--- src/rtl/kmeans_pkg.sv ---
// Shared sizes and controller state encoding for the k-means iteration controller.
package kmeans_pkg;

  localparam int K_DEF      = 8;
  localparam int D_DEF      = 4;
  localparam int W_DEF      = 8;
  localparam int ADDR_W_DEF = 8;
  localparam int ITER_W_DEF = 8;
  localparam int FIFO_DEPTH = 2;

  typedef enum logic [6:0] {
    S_IDLE   = 7'b0000001,
    S_LOAD   = 7'b0000010,
    S_CLEAR  = 7'b0000100,
    S_STREAM = 7'b0001000,
    S_MEAN   = 7'b0010000,
    S_CHECK  = 7'b0100000,
    S_DONE   = 7'b1000000
  } state_e;

endpackage

--- src/rtl/kmeans_skid_fifo.sv ---
// Two-entry valid/ready buffer between the point RAM read port and the assignment unit.
module kmeans_skid_fifo
  import kmeans_pkg::*;
#(
  parameter int DW = 32
) (
  input  logic          clk,
  input  logic          rst_n,
  input  logic          flush,
  input  logic          in_valid,
  output logic          in_ready,
  input  logic [DW-1:0] in_data,
  output logic          out_valid,
  input  logic          out_ready,
  output logic [DW-1:0] out_data,
  output logic [1:0]    count
);

  logic [DW-1:0] mem_q [FIFO_DEPTH];
  logic          wr_ptr_q;
  logic          rd_ptr_q;
  logic [1:0]    cnt_q;
  logic          push;
  logic          pop;

  assign in_ready  = (cnt_q != 2'(FIFO_DEPTH));
  assign out_valid = (cnt_q != 2'd0);
  assign push      = in_valid & in_ready;
  assign pop       = out_valid & out_ready;
  assign count     = cnt_q;
  // Payload is forced to zero while empty so nothing stale leaks after reset/flush.
  assign out_data  = out_valid ? mem_q[rd_ptr_q] : '0;

  always_ff @(posedge clk or negedge rst_n) begin
    if (!rst_n) begin
      wr_ptr_q <= 1'b0;
      rd_ptr_q <= 1'b0;
      cnt_q    <= 2'd0;
    end else if (flush) begin
      wr_ptr_q <= 1'b0;
      rd_ptr_q <= 1'b0;
      cnt_q    <= 2'd0;
    end else begin
      if (push) wr_ptr_q <= ~wr_ptr_q;
      if (pop)  rd_ptr_q <= ~rd_ptr_q;
      cnt_q <= cnt_q + 2'(push) - 2'(pop);
    end
  end

  always_ff @(posedge clk) begin
    if (push) mem_q[wr_ptr_q] <= in_data;
  end

endmodule

--- src/rtl/kmeans_iter_ctrl.sv ---
// Run sequencer for k-means: load, then repeated clear/stream/mean/check passes until
// the centroids settle within tolerance or the iteration limit is reached.
module kmeans_iter_ctrl
  import kmeans_pkg::*;
#(
  parameter int K      = K_DEF,
  parameter int D      = D_DEF,
  parameter int W      = W_DEF,
  parameter int ADDR_W = ADDR_W_DEF,
  parameter int ITER_W = ITER_W_DEF
) (
  input  logic                clk,
  input  logic                rst_n,
  input  logic                start,
  input  logic                abort,
  input  logic [ADDR_W-1:0]   num_points,
  input  logic [ITER_W-1:0]   max_iter,
  input  logic [W-1:0]        conv_thresh,
  output logic                mem_rd_en,
  output logic [ADDR_W-1:0]   mem_rd_addr,
  input  logic [D*W-1:0]      mem_rd_data,
  output logic                asg_in_valid,
  input  logic                asg_in_ready,
  output logic [D*W-1:0]      asg_point,
  input  logic                asg_out_valid,
  output logic                asg_flush,
  output logic                acc_load,
  output logic                acc_clear,
  output logic                acc_valid,
  output logic                acc_compute_mean,
  input  logic [K*D*W-1:0]    centroid_flat,
  output logic                busy,
  output logic                done,
  output logic                converged,
  output logic [ITER_W-1:0]   iter_count
);

  state_e              state_q, state_d;
  logic [ADDR_W-1:0]   num_q;
  logic [ITER_W-1:0]   max_iter_q;
  logic [W-1:0]        thresh_q;
  logic [ADDR_W-1:0]   issued_q;
  logic [ADDR_W-1:0]   returned_q;
  logic                rd_vld_q;
  logic [ITER_W-1:0]   iter_q;
  logic                conv_q;
  logic [K*D*W-1:0]    old_c_q;
  logic [ITER_W-1:0]   iter_inc;
  logic                conv_hit;
  logic                start_ok;
  logic                fifo_in_ready;
  logic [1:0]          fifo_count;
  logic                fifo_pop;
  logic [1:0]          occ;

  // True when every coordinate moved by no more than th (magnitude taken in W+1 bits).
  function automatic logic fields_converged(input logic [K*D*W-1:0] cur,
                                            input logic [K*D*W-1:0] prev,
                                            input logic [W-1:0]     th);
    logic signed [W:0] diff;
    logic        [W:0] mag;
    logic              ok;
    ok = 1'b1;
    for (int i = 0; i < K*D; i++) begin
      diff = $signed({cur[i*W+W-1], cur[i*W +: W]}) - $signed({prev[i*W+W-1], prev[i*W +: W]});
      mag  = diff[W] ? $unsigned(-diff) : $unsigned(diff);
      ok   = ok & (mag <= {1'b0, th});
    end
    return ok;
  endfunction

  assign busy        = (state_q != S_IDLE);
  assign asg_flush   = abort & busy;
  assign start_ok    = (state_q == S_IDLE) & start & ~abort;
  assign iter_inc    = iter_q + ITER_W'(1);
  assign conv_hit    = fields_converged(centroid_flat, old_c_q, thresh_q);
  assign mem_rd_addr = issued_q;
  assign converged   = conv_q;
  assign iter_count  = iter_q;
  assign fifo_pop    = asg_in_valid & asg_in_ready;
  // Reads in flight plus entries still buffered after this cycle's hand-off.
  assign occ         = 2'(rd_vld_q) + fifo_count - 2'(fifo_pop);

  kmeans_skid_fifo #(
    .DW (D*W)
  ) u_skid (
    .clk       (clk),
    .rst_n     (rst_n),
    .flush     (asg_flush),
    .in_valid  (rd_vld_q),
    .in_ready  (fifo_in_ready),
    .in_data   (mem_rd_data),
    .out_valid (asg_in_valid),
    .out_ready (asg_in_ready),
    .out_data  (asg_point),
    .count     (fifo_count)
  );

  always_comb begin
    state_d          = state_q;
    mem_rd_en        = 1'b0;
    acc_load         = 1'b0;
    acc_clear        = 1'b0;
    acc_valid        = 1'b0;
    acc_compute_mean = 1'b0;
    done             = 1'b0;
    if (abort && busy) begin
      state_d = S_IDLE;
    end else begin
      case (state_q)
        S_IDLE: begin
          if (start_ok) state_d = (num_points == '0) ? S_DONE : S_LOAD;
        end
        S_LOAD: begin
          acc_load = 1'b1;
          state_d  = S_CLEAR;
        end
        S_CLEAR: begin
          acc_clear = 1'b1;
          state_d   = S_STREAM;
        end
        S_STREAM: begin
          mem_rd_en = (issued_q != num_q) && (occ < 2'd2) && fifo_in_ready;
          acc_valid = asg_out_valid && (returned_q != num_q);
          if (returned_q == num_q) state_d = S_MEAN;
        end
        S_MEAN: begin
          acc_compute_mean = 1'b1;
          state_d          = S_CHECK;
        end
        S_CHECK: begin
          state_d = (conv_hit || (iter_inc == max_iter_q)) ? S_DONE : S_CLEAR;
        end
        S_DONE: begin
          done    = 1'b1;
          state_d = S_IDLE;
        end
        default: state_d = S_IDLE;
      endcase
    end
  end

  always_ff @(posedge clk or negedge rst_n) begin
    if (!rst_n) begin
      state_q    <= S_IDLE;
      num_q      <= '0;
      max_iter_q <= '0;
      thresh_q   <= '0;
      issued_q   <= '0;
      returned_q <= '0;
      rd_vld_q   <= 1'b0;
      iter_q     <= '0;
      conv_q     <= 1'b0;
    end else begin
      state_q  <= state_d;
      rd_vld_q <= mem_rd_en;
      if (start_ok) begin
        num_q      <= num_points;
        max_iter_q <= (max_iter == '0) ? ITER_W'(1) : max_iter;
        thresh_q   <= conv_thresh;
        iter_q     <= '0;
        conv_q     <= 1'b0;
      end
      if (state_q == S_CLEAR) begin
        issued_q   <= '0;
        returned_q <= '0;
      end
      if (mem_rd_en) issued_q   <= issued_q + 1'b1;
      if (acc_valid) returned_q <= returned_q + 1'b1;
      if (state_q == S_CHECK && !abort) begin
        iter_q <= iter_inc;
        if (conv_hit) conv_q <= 1'b1;
      end
    end
  end

  // Pre-divide centroid snapshot, compared against the post-divide bus one cycle later.
  always_ff @(posedge clk) begin
    if (state_q == S_MEAN) old_c_q <= centroid_flat;
  end

endmodule

--- config.mk ---
export PLATFORM = sky130hd
export DESIGN_NAME = kmeans_iter_ctrl
export DESIGN_NICKNAME = d
export VERILOG_FILES = /design/src/rtl/kmeans_pkg.sv /design/src/rtl/kmeans_skid_fifo.sv /design/src/rtl/kmeans_iter_ctrl.sv
export SDC_FILE = /design/constraint.sdc
export NUM_CORES = 2
export LEC_CHECK = 0
export CAP_MARGIN = 30
export CELL_PAD_IN_SITES_DETAIL_PLACEMENT = 0
export CELL_PAD_IN_SITES_GLOBAL_PLACEMENT = 2
export CORE_ASPECT_RATIO = 0.7
export CORE_MARGIN = 5
export CORE_UTILIZATION = 35
export CTS_CLUSTER_SIZE = 28
export DETAILED_ROUTE_END_ITERATION = 10
export MAX_ROUTING_LAYER = met4
export PLACE_DENSITY_LB_ADDON = 0.1
export SLEW_MARGIN = 20
export SYNTH_ARGS = -nofsm -noshare
export SYNTH_HDL_FRONTEND = slang
export SYNTH_SLANG_ARGS = --single-unit
export TNS_END_PERCENT = 5
--- constraint.sdc ---
create_clock -name clk -period 9.6 [get_ports clk]
set_clock_uncertainty 0.15 [all_clocks]
set_input_delay 1.44 -clock clk [delete_from_list [all_inputs] [get_ports clk]]
set_output_delay 1.44 -clock clk [all_outputs]
set_load 0.02 [all_outputs]
==> impl_metrics.env <==
export IMPL_ys_async_sr_fraction_pct=16.0
export IMPL_synth_compound_area_share_pct=16.9
export IMPL_maxCapViolations=0
export IMPL_synth_common_cells="549 x ha_1, 429 x inv_1, 320 x edfxtp_1"
export IMPL_synth_top_area_share_pct=26.9
export IMPL_place_area_um2=41300
export IMPL_post_cts_resized=0
export IMPL_ir_worst_vdd_mv=0.122
export IMPL_p_comb_share_pct=39.7
export IMPL_die_area_um2=109000
export IMPL_antenna_found_initial=9
export IMPL_final_nets=5135
export IMPL_cts_buffers=47
export IMPL_final_antenna_net_count=0
export IMPL_p_sw_share_pct=36.2
export IMPL_synthSimpleGateAreaFrac_pct=15.0
export IMPL_drt_iter0_drc=1483
export IMPL_ys_types=89
export IMPL_hp_start="returned_q[7]$_DFFE_PN0P_"
export IMPL_worstHoldPathCells=1
export IMPL_max_slew_margin_pct=29.3
export IMPL_htree_levels=2
export IMPL_slew_violations=0
export IMPL_r2r_start="old_c_q[144]$_DFFE_PN_"
export IMPL_core_area_um2=102000
export IMPL_initial_core_util_pct=35.1
export IMPL_synth_ff_type="edfxtp_1"
export IMPL_clockBufferDepth=3
export IMPL_fin_area_um2=42800
export IMPL_synth_edf_count=320
export IMPL_crit_type="in2reg"
export IMPL_worstHoldEndpoint="returned_q[7]$_DFFE_PN0P_"
export IMPL_gp_congestion=0.781
export IMPL_worstReg2RegEnd="state_q[2]$_DFFE_PN0P_"
export IMPL_grt_ovfl_total=0
export IMPL_clk_latency_ps=620
export IMPL_min_path_type="reg2reg"
export IMPL_critical_path_endpoint_type="register"
export IMPL_slowest_delay_ps=620
export IMPL_grt_pass1_vias=27804
export IMPL_netlist_area_um2=35700
export IMPL_finalCritPeriodShare_pct=74.3
export IMPL_die_width_um=392
export IMPL_yosysTopAreaCell="edfxtp_1"
export IMPL_die_h_um=277
export IMPL_worst_path_max_delay_cell="or4_1"
export IMPL_p_clk_share_pct=29.7
export IMPL_p_seq_share_pct=30.6
export IMPL_cts_root_buffer="clkbuf_16"
export IMPL_grt_pass1_wl_um=158000
export IMPL_power_density_nw_per_um2=144
export IMPL_port_buffers=375
export IMPL_cp_arrival_ps=7500
export IMPL_finalHoldViolCount=0
export IMPL_syn_inst=3819
export IMPL_fmax_mhz=140
export IMPL_rsz0062_at_grt="no"
export IMPL_path_clk_slew_ps=60
export IMPL_p_switching_mw=2.24
export IMPL_path_max_fanout=7
export IMPL_setup_viol=0
export IMPL_dp_cells=5536
export IMPL_internal_power_mw=3.95
export IMPL_postLayoutCoreUtil_pct=42.1
export IMPL_cp_required_ps=9960
export IMPL_syn_avg_cell_area_um2=9.36
export IMPL_cts_setup_buffers=0
export IMPL_reg2reg_depth=22
export IMPL_postRouteWirelength_um=102000
export IMPL_synth_fa_ha_area_share_pct=21.0
export IMPL_area_growth_pct=19.9
export IMPL_fp_row_count=98
export IMPL_num_vias=28625
export IMPL_post_route_drc_count=0
export IMPL_final_cells=5630
export IMPL_cpMostUsedCell="inv_1"
export IMPL_synth_xor_area_share_pct=8.89
export IMPL_ys_seq_area_share_pct=31.2
export IMPL_cts_tree="done"
export IMPL_tightest_slew_ps=1050
export IMPL_p_leak_nw=17.9
export IMPL_first_pass_iters=5
export IMPL_yosys_warnings=0
export IMPL_crit_chain="clkdlybuf4s50_1 > inv_1 > ha_1 > inv_1 > fa_1 > a211o_1 > a31oi_1 > inv_1 > a21oi_1 > nand2b_1 > a31oi_1 > nor2_1 > xnor2_1 > ha_1 > a211oi_1 > o221ai_1 > a221oi_1 > o22ai_1 > a211oi_1 > nand4_1 > or4_1 > nor3_2 > a21oi_1 > a21o_1"
export IMPL_synth_top_family_by_area="adder cells"
export IMPL_viasPerCell=5.08
export IMPL_wl_per_cell_um=18.1
export IMPL_fin_crit_ps=7140
export IMPL_drive_above_1_share_pct=4.26
export IMPL_synth_nets=4718
export IMPL_status="complete, no violations"
export IMPL_synthMuxAreaShare_pct=2.20
export IMPL_grt_max_degree=65
export IMPL_synthTopCellsByArea="edfxtp_1 27%, ha_1 19%, xnor2_1 6.1%"
export IMPL_pin_count=376
export IMPL_yosysMostFrequentCell="ha_1"
export IMPL_startpoint_type="primary input"
export IMPL_ff2ff_setup_slack_ps=3460
export IMPL_dp_hpwl_um=78200
export IMPL_grt_usage_pct=18.8
export IMPL_cts_sinks=381
export IMPL_fin_tns_setup_ps=0
export IMPL_postCtsHoldBufs=0
export IMPL_whs_ps=357
export IMPL_synth_seq_cells=381
[worst max-delay path: cells and delay by family]
kind | cells | cell delay [ps]
AOI/OAI and AO/OA | 11 | 2670
and+or+nand+nor | 5 | 1790
adders and majority gates | 3 | 820
buffers and inverters | 4 | 630
xor gates and xnor gates | 1 | 140
[cell type report]
type / instances / area [um2]
antenna: 7 / 17.5
clock buffer: 54 / 1200
clock inverter: 32 / 340
fill: 10139 / 58900
inverter: 433 / 1630
multi-input combinational: 2976 / 22900
sequential: 381 / 11100
tap: 1350 / 1690
timing repair buffer: 397 / 3920
[cells in the final DEF (no fill, tap or decap), types with 90 or more instances in the layout]
| cell | instances |
|---|---|
| ha_1 | 549 |
| inv_1 | 422 |
| clkdlybuf4s50_1 | 374 |
| edfxtp_1 | 320 |
| nor2_1 | 309 |
| xnor2_1 | 247 |
| nand2_1 | 193 |
| a21oi_1 | 164 |
| o21ai_0 | 158 |
| xor2_1 | 116 |
| nand3_1 | 95 |
| a21o_1 | 90 |
[flip-flops by register name (all words and copies together) (netlist names), 7 cells and up]
name,cells
num_q,8
state_q,7
max_iter_q,8
u_skid.mem_q,64
returned_q,8
iter_count,8
old_c_q,256
thresh_q,8
mem_rd_addr,8
[logic make-up (layout without fill, tap and decap cells)]
logic type / Yosys count / in the layout
multiplexers: 74 / 74
AO/OA/AOI/OAI: 900 / 900
AND/OR/NAND/NOR: 1058 / 1058
buffers and inverters: 462 / 916
other: 0 / 7
adder cells (fa/ha/maj): 581 / 581
flip-flops: 381 / 381
XOR/XNOR: 363 / 363
[through the flow]
stage / total power, mW / setup slack (ps)
floorplan: 3.54 / 564
CTS: 6.31 / 2400
detailed placement: 4.40 / 1740
global route: 6.65 / 1970
global placement: 4.40 / 1080
finish: 6.19 / 2460
[metal layers]
| layer | GRT usage [%] | part of all wire (%) |
|---|---|---|
| met4 | 3.38 | 1.6 |
| met2 | 28.5 | 43 |
| met5 | - | 0 |
| met1 | 26.9 | 52 |
| met3 | 2.59 | 3.5 |
[power by group through the flow]
stage	sequential (mW)	clock [mW]	combinational, mW
6_report	1.89	1.84	2.46
5_1_grt	1.90	1.98	2.77
4_1_cts	1.89	1.92	2.49
3_5_place_dp	1.93	0	2.47
3_3_place_gp	1.95	0	2.45
2_1_floorplan	1.89	0	1.65
[worst max-delay path by stage]
stage                                       from                     end  slack, ps  depth (start not counted)
after global placement        centroid_flat[200]  state_q[2]$_DFFE_PN0P_       1080                         24
after detailed placement       centroid_flat[64]  state_q[2]$_DFFE_PN0P_       1740                         22
after global routing          centroid_flat[200]  state_q[2]$_DFFE_PN0P_       1970                         25
final                         centroid_flat[144]  state_q[2]$_DFFE_PN0P_       2460                         24
after floorplan           state_q[3]$_DFFE_PN0P_        acc_compute_mean        560                          3
after CTS                     centroid_flat[200]  state_q[2]$_DFFE_PN0P_       2400                         25
No activity file was read; power rests on OpenSTA's default activity.
